File: src/rtl/gyro_pkg.sv
// Shared definitions for the gyro conditioning path.
//   gyro_state_t : calibrator FSM states (CAL = averaging bias, RUN = correcting)
//   GYRO_WIDTH   : native MPU-6050 rate sample width
//   sat_clamp    : clamp a wide signed value into a signed range of 'width' bits
package gyro_pkg;

  typedef enum logic {
    CAL,
    RUN
  } gyro_state_t;

  localparam int GYRO_WIDTH = 16;

  function automatic logic signed [63:0] sat_clamp(input logic signed [63:0] v,
                                                   input int unsigned        width);
    logic signed [63:0] hi;
    logic signed [63:0] lo;
    hi = (64'sd1 <<< (width - 1)) - 64'sd1;
    lo = -(64'sd1 <<< (width - 1));
    if (v > hi) return hi;
    if (v < lo) return lo;
    return v;
  endfunction

endpackage

File: src/rtl/gyro_axis_correct.sv
// One axis of the bias calibrator: bias accumulator, bias register and the
// subtract / saturate / deadband correction path.
// Ports:
//   clk_100mhz, rst_in : clock, async active-high reset
//   sample_in          : raw signed rate for this axis
//   accumulate         : add sample into accumulator
//   latch_bias         : final calibration sample; compute bias, clear accumulator
//   clear              : discard accumulator (recalibration start)
//   correct            : register corrected sample
//   corr_out           : corrected sample (held between strobes)
//   bias_out           : current bias
module gyro_axis_correct
  import gyro_pkg::*;
#(
  parameter int WIDTH       = GYRO_WIDTH,
  parameter int SAMPLE_LOG2 = 8,
  parameter int DEADBAND    = 16
) (
  input  logic             clk_100mhz,
  input  logic             rst_in,
  input  logic [WIDTH-1:0] sample_in,
  input  logic             accumulate,
  input  logic             latch_bias,
  input  logic             clear,
  input  logic             correct,
  output logic [WIDTH-1:0] corr_out,
  output logic [WIDTH-1:0] bias_out
);

  localparam int AW = WIDTH + SAMPLE_LOG2;
  localparam logic signed [WIDTH:0] DB = (WIDTH + 1)'(DEADBAND);

  logic signed [AW-1:0]    acc;
  logic signed [AW-1:0]    acc_sum;
  logic signed [AW-1:0]    acc_shift;
  logic signed [WIDTH:0]   diff;
  logic signed [WIDTH-1:0] sat;
  logic signed [WIDTH:0]   sat_ext;
  logic signed [WIDTH:0]   mag;
  logic [WIDTH-1:0]        corr_next;

  always_comb begin
    acc_sum   = acc + {{SAMPLE_LOG2{sample_in[WIDTH-1]}}, sample_in};
    // Arithmetic shift: bias rounds toward -inf.
    acc_shift = acc_sum >>> SAMPLE_LOG2;

    diff      = {sample_in[WIDTH-1], sample_in} - {bias_out[WIDTH-1], bias_out};
    sat       = WIDTH'(sat_clamp(64'(diff), WIDTH));
    sat_ext   = {sat[WIDTH-1], sat};
    mag       = sat_ext[WIDTH] ? -sat_ext : sat_ext;
    corr_next = (mag <= DB) ? '0 : sat;
  end

  always_ff @(posedge clk_100mhz or posedge rst_in) begin
    if (rst_in) begin
      acc      <= '0;
      bias_out <= '0;
      corr_out <= '0;
    end else begin
      if (clear) begin
        acc <= '0;
      end else if (latch_bias) begin
        acc      <= '0;
        bias_out <= acc_shift[WIDTH-1:0];
      end else if (accumulate) begin
        acc <= acc_sum;
      end
      if (correct) begin
        corr_out <= corr_next;
      end
    end
  end

endmodule

File: src/rtl/gyro_bias_calibrator.sv
// Zero-rate bias calibrator for MPU-6050 gyro samples.
// Averages 2^SAMPLE_LOG2 stationary samples per axis after reset / recal_in,
// then subtracts the bias, saturates and deadbands each following sample.
// Ports:
//   clk_100mhz, rst_in        : clock, async active-high reset
//   sample_valid_in           : new raw sample strobe on gx_in/gy_in/gz_in
//   recal_in                  : discard bias and recalibrate (beats sample_valid_in)
//   gx_out/gy_out/gz_out      : corrected rates, valid_out strobes 1 cycle after input
//   calibrated_out            : high while a valid bias is in use
//   bias_x_out/_y_out/_z_out  : current biases (debug)
module gyro_bias_calibrator
  import gyro_pkg::*;
#(
  parameter int WIDTH       = GYRO_WIDTH,
  parameter int SAMPLE_LOG2 = 8,
  parameter int DEADBAND    = 16
) (
  input  logic             clk_100mhz,
  input  logic             rst_in,
  input  logic             sample_valid_in,
  input  logic [WIDTH-1:0] gx_in,
  input  logic [WIDTH-1:0] gy_in,
  input  logic [WIDTH-1:0] gz_in,
  input  logic             recal_in,
  output logic [WIDTH-1:0] gx_out,
  output logic [WIDTH-1:0] gy_out,
  output logic [WIDTH-1:0] gz_out,
  output logic             valid_out,
  output logic             calibrated_out,
  output logic [WIDTH-1:0] bias_x_out,
  output logic [WIDTH-1:0] bias_y_out,
  output logic [WIDTH-1:0] bias_z_out
);

  gyro_state_t            state;
  gyro_state_t            state_next;
  logic [SAMPLE_LOG2-1:0] cnt;
  logic                   accumulate;
  logic                   latch_bias;
  logic                   clear;
  logic                   correct;

  always_ff @(posedge clk_100mhz or posedge rst_in) begin
    if (rst_in) begin
      state          <= CAL;
      cnt            <= '0;
      valid_out      <= 1'b0;
      calibrated_out <= 1'b0;
    end else begin
      state          <= state_next;
      valid_out      <= correct;
      calibrated_out <= (state_next == RUN);
      if (clear || latch_bias) begin
        cnt <= '0;
      end else if (accumulate) begin
        cnt <= cnt + 1'b1;
      end
    end
  end

  always_comb begin
    state_next = state;
    accumulate = 1'b0;
    latch_bias = 1'b0;
    clear      = 1'b0;
    correct    = 1'b0;
    if (recal_in) begin
      // Recal wins over a coincident sample, which is dropped.
      clear      = 1'b1;
      state_next = CAL;
    end else if (sample_valid_in) begin
      case (state)
        CAL: begin
          if (cnt == '1) begin
            latch_bias = 1'b1;
            state_next = RUN;
          end else begin
            accumulate = 1'b1;
          end
        end
        RUN:     correct = 1'b1;
        default: state_next = CAL;
      endcase
    end
  end

  gyro_axis_correct #(
    .WIDTH(WIDTH), .SAMPLE_LOG2(SAMPLE_LOG2), .DEADBAND(DEADBAND)
  ) u_axis_x (
    .clk_100mhz(clk_100mhz), .rst_in(rst_in), .sample_in(gx_in),
    .accumulate(accumulate), .latch_bias(latch_bias), .clear(clear),
    .correct(correct), .corr_out(gx_out), .bias_out(bias_x_out)
  );

  gyro_axis_correct #(
    .WIDTH(WIDTH), .SAMPLE_LOG2(SAMPLE_LOG2), .DEADBAND(DEADBAND)
  ) u_axis_y (
    .clk_100mhz(clk_100mhz), .rst_in(rst_in), .sample_in(gy_in),
    .accumulate(accumulate), .latch_bias(latch_bias), .clear(clear),
    .correct(correct), .corr_out(gy_out), .bias_out(bias_y_out)
  );

  gyro_axis_correct #(
    .WIDTH(WIDTH), .SAMPLE_LOG2(SAMPLE_LOG2), .DEADBAND(DEADBAND)
  ) u_axis_z (
    .clk_100mhz(clk_100mhz), .rst_in(rst_in), .sample_in(gz_in),
    .accumulate(accumulate), .latch_bias(latch_bias), .clear(clear),
    .correct(correct), .corr_out(gz_out), .bias_out(bias_z_out)
  );

endmodule

File: config.mk
export PLATFORM = sky130hd
export DESIGN_NAME = gyro_bias_calibrator
export DESIGN_NICKNAME = d
export VERILOG_FILES = /design/src/rtl/gyro_pkg.sv /design/src/rtl/gyro_axis_correct.sv /design/src/rtl/gyro_bias_calibrator.sv
export SDC_FILE = /design/constraint.sdc
export NUM_CORES = 1
export LEC_CHECK = 0
export BUFFER_PORTS_ARGS = -buffer_cell sky130_fd_sc_hd__buf_2
export CAP_MARGIN = 5
export CORE_ASPECT_RATIO = 2
export CORE_UTILIZATION = 46
export DETAILED_ROUTE_END_ITERATION = 8
export PLACE_DENSITY = 0.65
export SETUP_SLACK_MARGIN = 0.2
export SLEW_MARGIN = 20
export SYNTH_ARGS = -nofsm -noshare
export SYNTH_HDL_FRONTEND = slang
export SYNTH_HIERARCHICAL = 1
export SYNTH_SLANG_ARGS = --single-unit
export TNS_END_PERCENT = 50
File: constraint.sdc
create_clock -name clk_100mhz -period 9.1 [get_ports clk_100mhz]
set_clock_uncertainty 0.1 [all_clocks]
set_input_delay 1.365 -clock clk_100mhz [delete_from_list [all_inputs] [get_ports clk_100mhz]]
set_output_delay 1.365 -clock clk_100mhz [all_outputs]
set_load 0.05 [all_outputs]
======== Word level (Yosys, flattened, before mapping) ========
Index checks and enable logic that the tools add are counted.
word-level totals
  input port bits ......................... 52
  output and inout port bits .............. 98
  logic and storage cells ................. 91
  bits in registers ....................... 178
operators by class
  reduce and logical (&&, ||, !) cells .... 5
  add/sub/neg operators ................... 10
  order comparisons ....................... 9
  bitwise logic cells ..................... 1
  mux-type cells .......................... 53
  equal/unequal tests ..................... 1
operators with widths
  kind                    number
  $mux W16                15
  $mux W24                9
  $add A24 B24 Y24        3
  $gt A17 B16 Y1 const B  3
  $le A17 B6 Y1 const B   3
  $lt A17 B16 Y1 const B  3
  $mux W17                3
  $neg A16 Y17            3
  $sub A16 B16 Y17        3
  $mux W1                 24
  $mux W8                 2
  $add A8 B1 Y8 const B   1
  $eq A8 B8 Y1 const B    1
  $reduce_bool A2 Y1      2
  $reduce_bool A3 Y1      1
  $reduce_and A2 Y1       1
  $logic_or A1 B1 Y1      1
  $not A1 Y1              1

======== Depth between registers and ports, before layout ========
Gate-level depths: netlist of the first run.
  depth after elaboration ................. 10
  mapped depth ............................ 15
  depth with buffers taken out ............ 14

======== Cells and area by module ========
The synthesis of the first run kept the hierarchy.
modules (own cells, without submodules)
  module                         times used  seq. area each (um2)  cells an instance  area each (um2)
  gyro_axis_correct at u_axis_z  1           1,401.3               537                4,735.8
  gyro_axis_correct at u_axis_x  1           1,401.3               555                4,611.9
  gyro_axis_correct at u_axis_y  1           1,401.3               472                4,396.7
  gyro_bias_calibrator           1           250.2                 59                 553.0

======== Worst setup path after synthesis of the first run ========
No wires, ideal clock.
  path kind ............................... input port to flip-flop
  start point ............................. input port gx_in[0]
  end point ............................... register u_axis_x.corr_out[10]
  path slack .............................. 4,205 ps
  data required time ...................... 8,880 ps
  cell stages on the path ................. 14
  buffers on the path ..................... 1
  library setup time ...................... 120 ps
  arrival time ............................ 4,675 ps
  cells stage by stage .................... inv_1 -> ha_1 -> fa_1 -> xor2_1 -> nand4b_1 -> mux2_2 -> or4_1 -> nor3_1 -> nand2_1 -> xnor2_1 -> o41a_1 -> nor4_4 -> buf_6 -> nor2_2
between the ends
  word-level cells in the longest chain between the ends .. 10
  elaborated cells between the ends (all ways) .. 13
  those cells by class .................... add/sub: 2; order compare: 3; mux: 8
RTL lines
  element                RTL line                    RTL
  from (decl)            gyro_bias_calibrator.sv:21  input logic [WIDTH-1:0] gx_in,
  $sub A16 B16 Y17 *     gyro_axis_correct.sv:47     diff = {sample_in[WIDTH-1], sample_in} - {bias_out[WIDTH-1], bias_out};
  $lt A17 B16 Y1         gyro_pkg.sv:21              if (v < lo) return lo;
  $mux W1 (2 in series)  gyro_pkg.sv:21
  $mux W16               gyro_pkg.sv:22              return v;
  $mux W16 *             gyro_pkg.sv:21
  $neg A16 Y17           gyro_axis_correct.sv:50     mag = sat_ext[WIDTH] ? -sat_ext : sat_ext;
  $mux W17               gyro_axis_correct.sv:50
  $le A17 B6 Y1          gyro_axis_correct.sv:51     corr_next = (mag <= DB) ? '0 : sat;
  $mux W16 *             gyro_axis_correct.sv:51
  to (signal assigned)   gyro_axis_correct.sv:69     corr_out <= corr_next;
  to (decl)              gyro_axis_correct.sv:26     output logic [WIDTH-1:0] corr_out,
Every way passes the cells marked *; elsewhere a longest branch is shown, timed or not. The select of a mux whose other input is x is not followed.
A chain may end at the register's enable or synchronous reset.

======== Worst setup path in the final report of the first run ========
  start point ............................. input port gz_in[0]
  end point ............................... register u_axis_z.corr_out[15]
between the ends
  word-level cells in the longest chain between the ends .. 10
  elaborated cells between the ends (all ways) .. 13
  those cells by class .................... add/sub: 2; order compare: 3; mux: 8
RTL lines
  element                RTL line                    RTL
  from (decl)            gyro_bias_calibrator.sv:23  input logic [WIDTH-1:0] gz_in,
  $sub A16 B16 Y17 *     gyro_axis_correct.sv:47
  $lt A17 B16 Y1         gyro_pkg.sv:21
  $mux W1 (2 in series)  gyro_pkg.sv:21
  $mux W16               gyro_pkg.sv:22
  $mux W16 *             gyro_pkg.sv:21
  $neg A16 Y17           gyro_axis_correct.sv:50
  $mux W17               gyro_axis_correct.sv:50
  $le A17 B6 Y1          gyro_axis_correct.sv:51
  $mux W16 *             gyro_axis_correct.sv:51
  to (signal assigned)   gyro_axis_correct.sv:69
  to (decl)              gyro_axis_correct.sv:26
Marks and branches as above.

==> reports/results.ini, run 1 <==
[hold_path]
min-delay-start = u_axis_x/acc[22]$_DFFE_PP0P_
hold_class = reg -> reg

[critical_path]
cp-start-kind = primary input
max_stage_delay_ns = 0.89
cp_max_fo = 17
cp-end-kind = register
crit_chain = buf_2, inv_1, ha_1, fa_1, and2b_1, o2111ai_1, a31oi_1, o21ai_0, a21boi_2, nand2_1, maj3_1, xnor2_1, o2111ai_2, a2111oi_4, nor3_1
cp_top_family = compound AO/OA/AOI/OAI gates
worstSetupStartpoint = gz_in[0]
worst-path-buf-inv = 2
crit_path_top_delay_cell = a2111oi_4
crit_type = in -> reg
cp_data_arrival_time_ns = 5.63
crit_required_ns = 9.29
timing.rr.start = u_axis_z/bias_out[0]$_DFFE_PP0P_

[sta]
relSlewSlack = 0.275
worst_pin_slew_ns = 1.08
period_minus_slack_ns = 5.43
rsz0062_at_grt = no
hold_viol_final = 0
fin_crit_sh = 0.597
setup_viol = 0
timing.hold.ws_ns = 0.389
fmax_mhz = 184
tns_ns = 0
setup_slack_ns = 3.67
drv_slew = 0

[yosys]
synth_top_area_share = 0.312
synthTopCellsByArea = dfrtp_1 31%, ha_1 10%, xnor2_1 4.0%
async_reset_ff_frac = 1.00
syn-cell-area_sq_um = 14300
synth_top_cell_by_area = dfrtp_1
syn_area_per_cell_sq_um = 8.81
syn_inst = 1623
synth_seq_area_share = 0.312
synthFlopType = dfrtp_1
synth.distinct_cells = 108
synth_edf_count = 0
synth_nets = 1799
yosys_warnings = 6
ys_ff_latch = 178

[placement]
post-place-ws_ns = 3.18
dp_cells = 2103
port_buffers = 149
place_congestion = 0.928
placed_area_sq_um = 15400
dp_hpwl_um = 31300

[floorplanning]
chipHeight_um = 251
rows = 91
dieArea_sq_um = 31800
fp.dieW_um = 127
coreArea_sq_um = 30700
io-pin-count = 150
start_util = 0.465

[clock_network]
h-tree-depth = 4
cts_buffers = 17
cts-root-buf = clkbuf_16
post_cts_resized = 0
numClockSinks = 178
cts_hold_buf = 0
clock_latency_ns = 0.47
cts_buffer_depth = 2
cts_setup_buffers = 0
tritoncts = built
clk_pin_slew_worst_paths_ns = 0.08

[detailed_routing]
vias = 12693
wire_per_inst_um = 18.6
viasPerCell = 5.94
drt_iter0_markers = 454
drcViolationCount = 0
antenna_left = 0
finalWirelength_um = 39700
firstDrtPassIters = 5

[global_route]
grt_pass1_wl_um = 63800
grt_antenna_before_repair = 0
overflow = 0
grt_pass1_vias = 13105
grt_usage = 0.256
grt_max_degree = 57

[finish]
register_area_sq_um = 4450
diodes = 0
fin_cells = 2136
syn_to_final_growth_pct = 12.3
layout.nets = 1927
final_common_cell = dfrtp_1
multi_input_comb_area_sq_um = 9270
fin_util = 0.522
drive_gt1_frac = 0.180
fillers = 2961
final_cell_mix = 178 x dfrtp_1, 153 x nor2_1, 149 x buf_2
stdcell_area_sq_um = 16100

[status]
status = complete, no violations

[power]
total_power_mw = 2.50
vdd_drop_max_mv = 0.137
p_leak_nw = 7.57
powerDensity_nw_per_um2 = 156

[job]
maxCapViolCount = 0

## flip-flops by register name, summed over array words and instances, names as in the netlist
register	cells
u_axis_x/acc	24
u_axis_y/acc	24
u_axis_z/acc	24
u_axis_x/bias_out	16
u_axis_x/corr_out	16
u_axis_y/bias_out	16
u_axis_y/corr_out	16
u_axis_z/bias_out	16
u_axis_z/corr_out	16
cnt	8
state	1
valid_out	1
## final timing paths
path                                                           to  slack [ns]  cells past startpoint
worst max-delay path            u_axis_z/corr_out[15]$_DFFE_PP0P_        3.67                     15
worst min-delay path                 u_axis_x/acc[22]$_DFFE_PP0P_        0.39                      2
worst max register to register  u_axis_z/corr_out[15]$_DFFE_PP0P_        4.28                     13
worst min register to register       u_axis_x/acc[22]$_DFFE_PP0P_        0.39                      2
max in group asynchronous        u_axis_x/corr_out[4]$_DFFE_PP0P_        7.31                      3
min in group asynchronous                      cnt[7]$_DFFE_PP0P_        0.84                      2
## cells in the mapped netlist, drive strengths merged (30+ instances only)
cell      n
dfrtp   178
nor2    170
nand2   127
ha      118
o21ai   114
a21oi   112
inv      94
xnor2    67
clkbuf   42
a211oi   40
a21o     40
xor2     40
nor3     37
nand3    30
## metal layers
metal  part of all wire  vias up  track usage
met5                  0        -            0
met4              0.065        0        0.185
met3              0.031      125       0.0379
met2               0.55      283        0.504
met1               0.35     6112        0.231
li1                   -     6173            -
## where the power goes
part	switching, mW	total [mW]	internal (mW)
clock	0.346	0.854	0.508
combinational	0.504	0.786	0.282
sequential	0.0286	0.862	0.834
total	0.879	2.50	1.62
## layout make-up
type,count,area share
Tap cell,372,0.0290
Multi-Input combinational cell,1299,0.577
Inverter,94,0.0220
Clock buffer,19,0.0282
Timing Repair Buffer,161,0.0523
Sequential cell,178,0.277
Clock inverter,13,0.0138
## kinds of logic after synthesis
group | share of synthesized area
AOI/OAI and AO/OA | 0.242
xor gates and xnor gates | 0.0661
adders and majority gates | 0.123
buffers and inverters | 0.0416
DFF | 0.312
muxes | 0.0395
and+or+nand+nor | 0.176
## tightest hold or removal path: stages, from the launching register on
cell	delay, ns
dfrtp_1	0.35
nand2_1	0.05
o21ai_0	0.06
(Power assumes the default switching activity.)
==> run 2, diff against run 1 <==
==> constraint.sdc (replaced) <==
create_clock -name clk_100mhz -period 5.6 [get_ports clk_100mhz]
set_clock_uncertainty 0.1 [all_clocks]
set_input_delay 0.84 -clock clk_100mhz [delete_from_list [all_inputs] [get_ports clk_100mhz]]
set_output_delay 0.84 -clock clk_100mhz [all_outputs]
set_load 0.05 [all_outputs]
==> run 2 against run 1 <==
Combinational power rose by 63%. Global-route usage is essentially flat. Die area did not move. Total power grew 57%. Non-clock buffer count grew 6. Critical path depth did not move. Sequential power up 62%. Via count did not move. Final area fell by 0.23%. Cell count grew 0.28%. Utilization fell by 0.12 points. Sequential share of layout area grew 0.065 points. Largest power group unchanged.
==> reports/results.ini, run 2 (same netlist as run 1, synthesis figures left out) <==
[status]
status = complete, no violations

[finish]
final_cell_mix = 178 x dfrtp_1, 153 x nor2_1, 149 x buf_2
fillers = 2972  ; +0.37%
final_common_cell = dfrtp_1
fin_cells = 2142  ; +0.28%
drive_gt1_frac = 0.182  ; +0.00221
layout.nets = 1933  ; +0.31%
syn_to_final_growth_pct = 12.1
reg_top3 = u_axis_x/acc x24, u_axis_y/acc x24, u_axis_z/acc x24
diodes = 0  ; unchanged

[global_route]
overflow = 0  ; unchanged
grt_usage = 0.256  ; about the same
grt_max_degree = 57  ; unchanged
grt_antenna_before_repair = 0  ; unchanged
grt_pass1_wl_um = 63600  ; -0.30%
grt_pass1_vias = 12615  ; -3.7%

[clock_network]
tritoncts = built
cts_setup_buffers = 0  ; unchanged
cts_buffer_depth = 2  ; unchanged
cts-root-buf = clkbuf_16
clock_latency_ns = 0.45  ; -0.02 ns
cts_hold_buf = 0  ; unchanged
post_cts_resized = 0  ; unchanged
numClockSinks = 178  ; unchanged
clk_pin_slew_worst_paths_ns = 0.07  ; about the same
h-tree-depth = 4  ; unchanged
cts_buffers = 17  ; unchanged

[sta]
fmax_mhz = 227
fin_crit_sh = 0.788
drv_slew = 0  ; unchanged
rsz0062_at_grt = no
relSlewSlack = 0.365  ; +0.0897
hold_viol_final = 0  ; unchanged
setup_slack_ns = 1.19  ; -2.48 ns
tns_ns = 0  ; unchanged
period_minus_slack_ns = 4.41
worst_pin_slew_ns = 0.951  ; -0.132 ns
setup_viol = 0  ; unchanged

[power]
vdd_drop_max_mv = 0.206  ; +50%
seqPwrFrac = 0.357  ; +0.012
powerDensity_nw_per_um2 = 245  ; +57%
p_leak_nw = 7.55  ; -0.24%
switching_share = 0.360  ; +0.00940
pwr-share-comb = 0.326  ; +0.012
total_power_mw = 3.93  ; +57%
switching_power_mw = 1.41  ; +61%
clockPowerShare = 0.317  ; -0.024
power.internal_mw = 2.51  ; +55%

[detailed_routing]
vias = 12693  ; unchanged
viasPerCell = 5.93  ; -0.28%
antenna_left = 0  ; unchanged
firstDrtPassIters = 5  ; unchanged
drt_iter0_markers = 531  ; +17%
drcViolationCount = 0  ; unchanged
finalWirelength_um = 40000  ; +0.74%
wire_per_inst_um = 18.7  ; +0.46%

[placement]
place_congestion = 0.967  ; +4.2%
dp_cells = 2110  ; +0.33%
post-place-ws_ns = 0.717  ; -2.46 ns
dp_hpwl_um = 31600  ; +0.98%
port_buffers = 149  ; unchanged

[hold_path]
hold_class = in -> async

[floorplanning]
start_util = 0.465  ; unchanged
io-pin-count = 150  ; unchanged
fp.dieW_um = 127  ; unchanged
coreArea_sq_um = 30700  ; unchanged
dieArea_sq_um = 31800  ; unchanged
rows = 91  ; unchanged
chipHeight_um = 251  ; unchanged

[critical_path]
cp_max_fo = 11  ; -6
cp_data_arrival_time_ns = 4.65  ; -0.98 ns
crit_type = in -> reg
timing.rr.start = u_axis_x/bias_out[0]$_DFFE_PP0P_
cp-start-kind = primary input
worstSetupStartpoint = gx_in[0]
crit_required_ns = 5.84  ; -3.45 ns
cp-end-kind = register

[job]
maxCapViolCount = 0  ; unchanged

-- run 2: changes by cell type in the layout (fill, tap and decap cells not counted), sizes merged --
cell / previous run / this run
clkinv: 4 / 3
buf: 161 / 167
clkinvlp: 0 / 4
inv: 98 / 96
clkbuf: 19 / 21
bufinv: 5 / 2
-- run 2: per-layer routing --
layer  up-vias  routed length, um  part of all wire  GRT usage
met5         -                  0                 0          0
met2       271              22900              0.57      0.519
met4         0               1760             0.044      0.136
met3        91               1180             0.030     0.0332
li1       6213                  -                 -          -
met1      6118              14100              0.35      0.241
-- run 2: power by group through the flow --
stage	Clock [mW]	Combinational, mW	Sequential (mW)
2_1_floorplan	0	0.863	1.52
3_3_place_gp	0	1.25	1.42
3_5_place_dp	0	1.27	1.43
4_1_cts	1.28	1.28	1.40
5_1_grt	1.32	1.40	1.41
6_report	1.24	1.28	1.40
-- run 2: layout make-up --
class	count	area, sq um	area share
flip-flops and latches	178	4450	0.278
clock buffers	21	470	0.0294
multi-input cells	1299	9270	0.579
repair buffers	167	881	0.0550
clock inverters	11	126	0.00789
well taps	372	465	0.0291
inverters	94	353	0.0220
-- run 2: stage by stage --
| stage | hold slack (ns) | cell area, sq um | util |
|---|---|---|---|
| detailed placement | 0.374 | 15400 | 0.502 |
| global route | 0.225 | 16000 | 0.521 |
| CTS | 0.208 | 16000 | 0.521 |
| finish | 0.223 | 16000 | 0.521 |
| global placement | 0.365 | 15400 | 0.502 |
| floorplan | 0.354 | 14300 | - |
-- run 2: critical path: stages --
cell and delay, ns:
buf_2 0.09, inv_1 0.04, ha_1 0.21, fa_1 0.40, xor2_1 0.27, nand4_1 0.12
mux2_2 0.32, or4_1 0.53, nor3_1 0.38, nand2_1 0.12, xnor2_1 0.14, o41a_1 0.42
nor4_4 0.41, buf_4 0.29, nor2_1 0.07
-- run 2: worst paths after layout --
path                       slack, ns                                end  cells after the start
min                             0.22  u_axis_x/bias_out[13]$_DFFE_PP0P_                      2
min in group clk_100mhz         0.39       u_axis_x/acc[16]$_DFFE_PP0P_                      2
min reg2reg                     0.39       u_axis_x/acc[16]$_DFFE_PP0P_                      2
max                             1.19   u_axis_x/corr_out[0]$_DFFE_PP0P_                     15
max reg2reg                     1.30   u_axis_x/corr_out[0]$_DFFE_PP0P_                     13
max in group asynchronous       4.25   u_axis_x/corr_out[7]$_DFFE_PP0P_                      3
==> run 3, diff against run 2 <==
--- a/config.mk
+++ b/config.mk
@@ -5,6 +5,7 @@
 export SDC_FILE = /design/constraint.sdc
 export NUM_CORES = 1
 export LEC_CHECK = 0
+export ABC_AREA = 1
 export BUFFER_PORTS_ARGS = -buffer_cell sky130_fd_sc_hd__buf_2
 export CAP_MARGIN = 5
 export CORE_ASPECT_RATIO = 2
==> constraint.sdc (replaced) <==
create_clock -name clk_100mhz -period 4.18 [get_ports clk_100mhz]
set_clock_uncertainty 0.1 [all_clocks]
set_input_delay 0.627 -clock clk_100mhz [delete_from_list [all_inputs] [get_ports clk_100mhz]]
set_output_delay 0.627 -clock clk_100mhz [all_outputs]
set_load 0.05 [all_outputs]
==> run 3 against run 2 <==
Via count increased by 17%. Non-clock buffer count increased by 13. First-iteration DRC count increased by 11%. Total power increased by 45%. Largest power group is now combinational cells. Routed wire length increased by 12%. Synthesized cell count increased by 36%. Global-route usage increased by 1.1 points.
==> reports/results.ini, run 3 <==
[status]
status = complete, no violations

[sta]
drv_slew = 0  ; unchanged
hold_viol_final = 0  ; unchanged
relSlewSlack = 0.379  ; +0.0141
fin_crit_sh = 0.877
worst_pin_slew_ns = 0.931  ; -0.0199 ns
setup_slack_ns = 0.513  ; -0.677 ns
setup_viol = 0  ; unchanged
rsz0062_at_grt = yes
fmax_mhz = 273
tns_ns = 0  ; unchanged
period_minus_slack_ns = 3.67

[detailed_routing]
finalWirelength_um = 44900  ; +12%
drcViolationCount = 0  ; unchanged
vias = 14864  ; +17%
drt_iter0_markers = 591  ; +11%
firstDrtPassIters = 7  ; +2
antenna_left = 0  ; unchanged
wire_per_inst_um = 16.0  ; -14%
viasPerCell = 5.31  ; -10%

[floorplanning]
dieArea_sq_um = 34700  ; +8.9%
rows = 95  ; +4.4%
fp.dieW_um = 132  ; +4.3%
chipHeight_um = 262  ; +4.3%
start_util = 0.465  ; about the same
coreArea_sq_um = 33500  ; +9.0%
io-pin-count = 150  ; unchanged

[yosys]
synthFlopType = dfrtp_1
yosysMostFrequentCell = nand2_1
async_reset_ff_frac = 1.00  ; unchanged
synth_seq_area_share = 0.286  ; -0.0256
synthTopCellsByArea = dfrtp_1 29%, nand2_1 16%, ha_1 9.5%
syn_inst = 2202  ; +36%
syn_area_per_cell_sq_um = 7.07  ; -20%
ys_ff_latch = 178  ; unchanged
synthTopCellsByCount = 664 x nand2_1, 233 x inv_1, 190 x nand3_1, 178 x dfrtp_1, 140 x o21ai_0
synth_top_cell_by_area = dfrtp_1
syn-cell-area_sq_um = 15600  ; +9.0%
synth_edf_count = 0  ; unchanged
synth.distinct_cells = 53  ; -51%
synth_nets = 2378  ; +32%
synth_top_area_share = 0.286  ; -0.0256
yosys_warnings = 6  ; unchanged

[global_route]
grt_usage = 0.267  ; +0.0111
grt_max_degree = 40  ; -30%
grt_antenna_before_repair = 1  ; +1
grt_pass1_vias = 15137  ; +20%
overflow = 0  ; unchanged
grt_pass1_wl_um = 73300  ; +15%

[placement]
post-place-ws_ns = 0.0930  ; -0.624 ns
place_congestion = 0.944  ; -2.4%
dp_hpwl_um = 36600  ; +16%
port_buffers = 149  ; unchanged

[clock_network]
cts_buffer_depth = 2  ; unchanged
clk_pin_slew_worst_paths_ns = 0.08  ; about the same
tritoncts = built
cts-root-buf = clkbuf_16
clock_latency_ns = 0.45  ; about the same
numClockSinks = 178  ; unchanged
cts_buffers = 17  ; unchanged
h-tree-depth = 4  ; unchanged

[finish]
fin_util = 0.519  ; -0.00175
syn_to_final_growth_pct = 11.8
fillers = 3410  ; +15%
layout.nets = 2526  ; +31%
diodes = 0  ; unchanged
drive_gt1_frac = 0.181  ; -0.00136
final_common_cell = nand2_1
reg_top3 = u_axis_x/acc x24, u_axis_y/acc x24, u_axis_z/acc x24
final_cell_mix = 664 x nand2_1, 230 x inv_1, 190 x nand3_1

[critical_path]
cp-start-kind = register
r2r_cells = 25  ; +12
cp-end-kind = register
crit_type = reg -> reg
cp_data_arrival_time_ns = 3.91  ; -0.74 ns
cp_max_fo = 13  ; +2
crit_required_ns = 4.42  ; -1.42 ns

[power]
vdd_drop_max_mv = 0.310  ; +51%
total_power_mw = 5.71  ; +45%
powerDensity_nw_per_um2 = 328  ; +34%
p_leak_nw = 9.27  ; +23%

[hold_path]
hold_class = in -> async

[job]
maxCapViolCount = 0  ; unchanged

run 3: changes by cell type after synthesis, moves of 33 or more:
cell and delta:
xnor2_1 -41, nand2_2 +54, a21o_1 -34, inv_1 +139
nor2_1 -48, nand2_1 +538, nand3_1 +163, o21ai_0 +33
run 3: power by group:
part	internal (mW)	leakage, nW	switching (mW)
clock network	0.911	0.299	0.795
registers	1.89	2.28	0.0957
logic	0.582	6.69	1.43
total	3.39	9.27	2.32
run 3: layout make-up:
class | count | area, sq um | area share
multi-input cells | 1716 | 9850 | 0.566
flip-flops and latches | 178 | 4450 | 0.256
repair buffers | 180 | 978 | 0.0562
inverters | 257 | 970 | 0.0557
well taps | 436 | 546 | 0.0313
clock buffers | 17 | 425 | 0.0244
clock inverters | 15 | 190 | 0.0109
run 3: per-layer routing:
layer	share of wire	up-vias	wire length, um	global-route usage
li1	-	7517	-	-
met5	0.00022	-	10	0
met4	0.066	2	2960	0.180
met3	0.030	144	1340	0.0350
met1	0.34	6842	15200	0.236
met2	0.57	359	25300	0.540
run 3: repair_timing:
| action | in CTS | in global routing |
|---|---|---|
| endpoints found under the setup margin | 0 | 13 |
| buffers inserted | 0 | 8 |
| hold buffers | 0 | 0 |
| resized for setup | 0 | 3 |
run 3: critical path: stages (launching register included):
cell,delay (ns)
dfrtp_1,0.42
ha_1,0.22
fa_1,0.40
inv_1,0.07
nand2_1,0.05
nand2_1,0.08
nand3_1,0.13
nand2_2,0.14
nand2_2,0.08
nand2_2,0.08
nand2_2,0.06
nand2_4,0.07
nand2_4,0.15
nand2_1,0.14
nand3_1,0.14
nor2_4,0.20
nand2_1,0.11
nand2_1,0.07
nand2_1,0.05
nand2_1,0.07
nand2_1,0.06
nor2_2,0.12
nand3_4,0.17
buf_4,0.19
o21bai_1,0.11
nand2_1,0.06
run 3: stage by stage:
stage,instances,cell area (sq um),hold slack (ns)
2_1_floorplan,2202,15600,0.350
3_3_place_gp,2759,16700,0.358
3_5_place_dp,2759,16700,0.360
4_1_cts,2791,17300,0.0978
5_1_grt,2799,17400,0.117
6_report,2799,17400,0.109
run 3: cell families (layout without fill, tap and decap cells):
kind of cell,after synthesis,count (layout),synth area share
simple gates,1149,1149,0.341
buf+inv,308,469,0.0833
compound gates,369,369,0.145
xor+xnor,74,74,0.0421
fa+ha+maj,124,124,0.102
flops,178,178,0.286
run 3: path summary, 6_finish.rpt:
path	start	to	slack (ns)
min in group clk_100mhz	u_axis_z/corr_out[14]$_DFFE_PP0P_	u_axis_z/corr_out[14]$_DFFE_PP0P_	0.38
min	rst_in	cnt[5]$_DFFE_PP0P_	0.11
max reg2reg	u_axis_x/bias_out[0]$_DFFE_PP0P_	u_axis_x/corr_out[14]$_DFFE_PP0P_	0.51
max	u_axis_x/bias_out[0]$_DFFE_PP0P_	u_axis_x/corr_out[14]$_DFFE_PP0P_	0.51
max in group asynchronous	rst_in	u_axis_z/bias_out[5]$_DFFE_PP0P_	2.91
min reg2reg	u_axis_z/corr_out[14]$_DFFE_PP0P_	u_axis_z/corr_out[14]$_DFFE_PP0P_	0.38
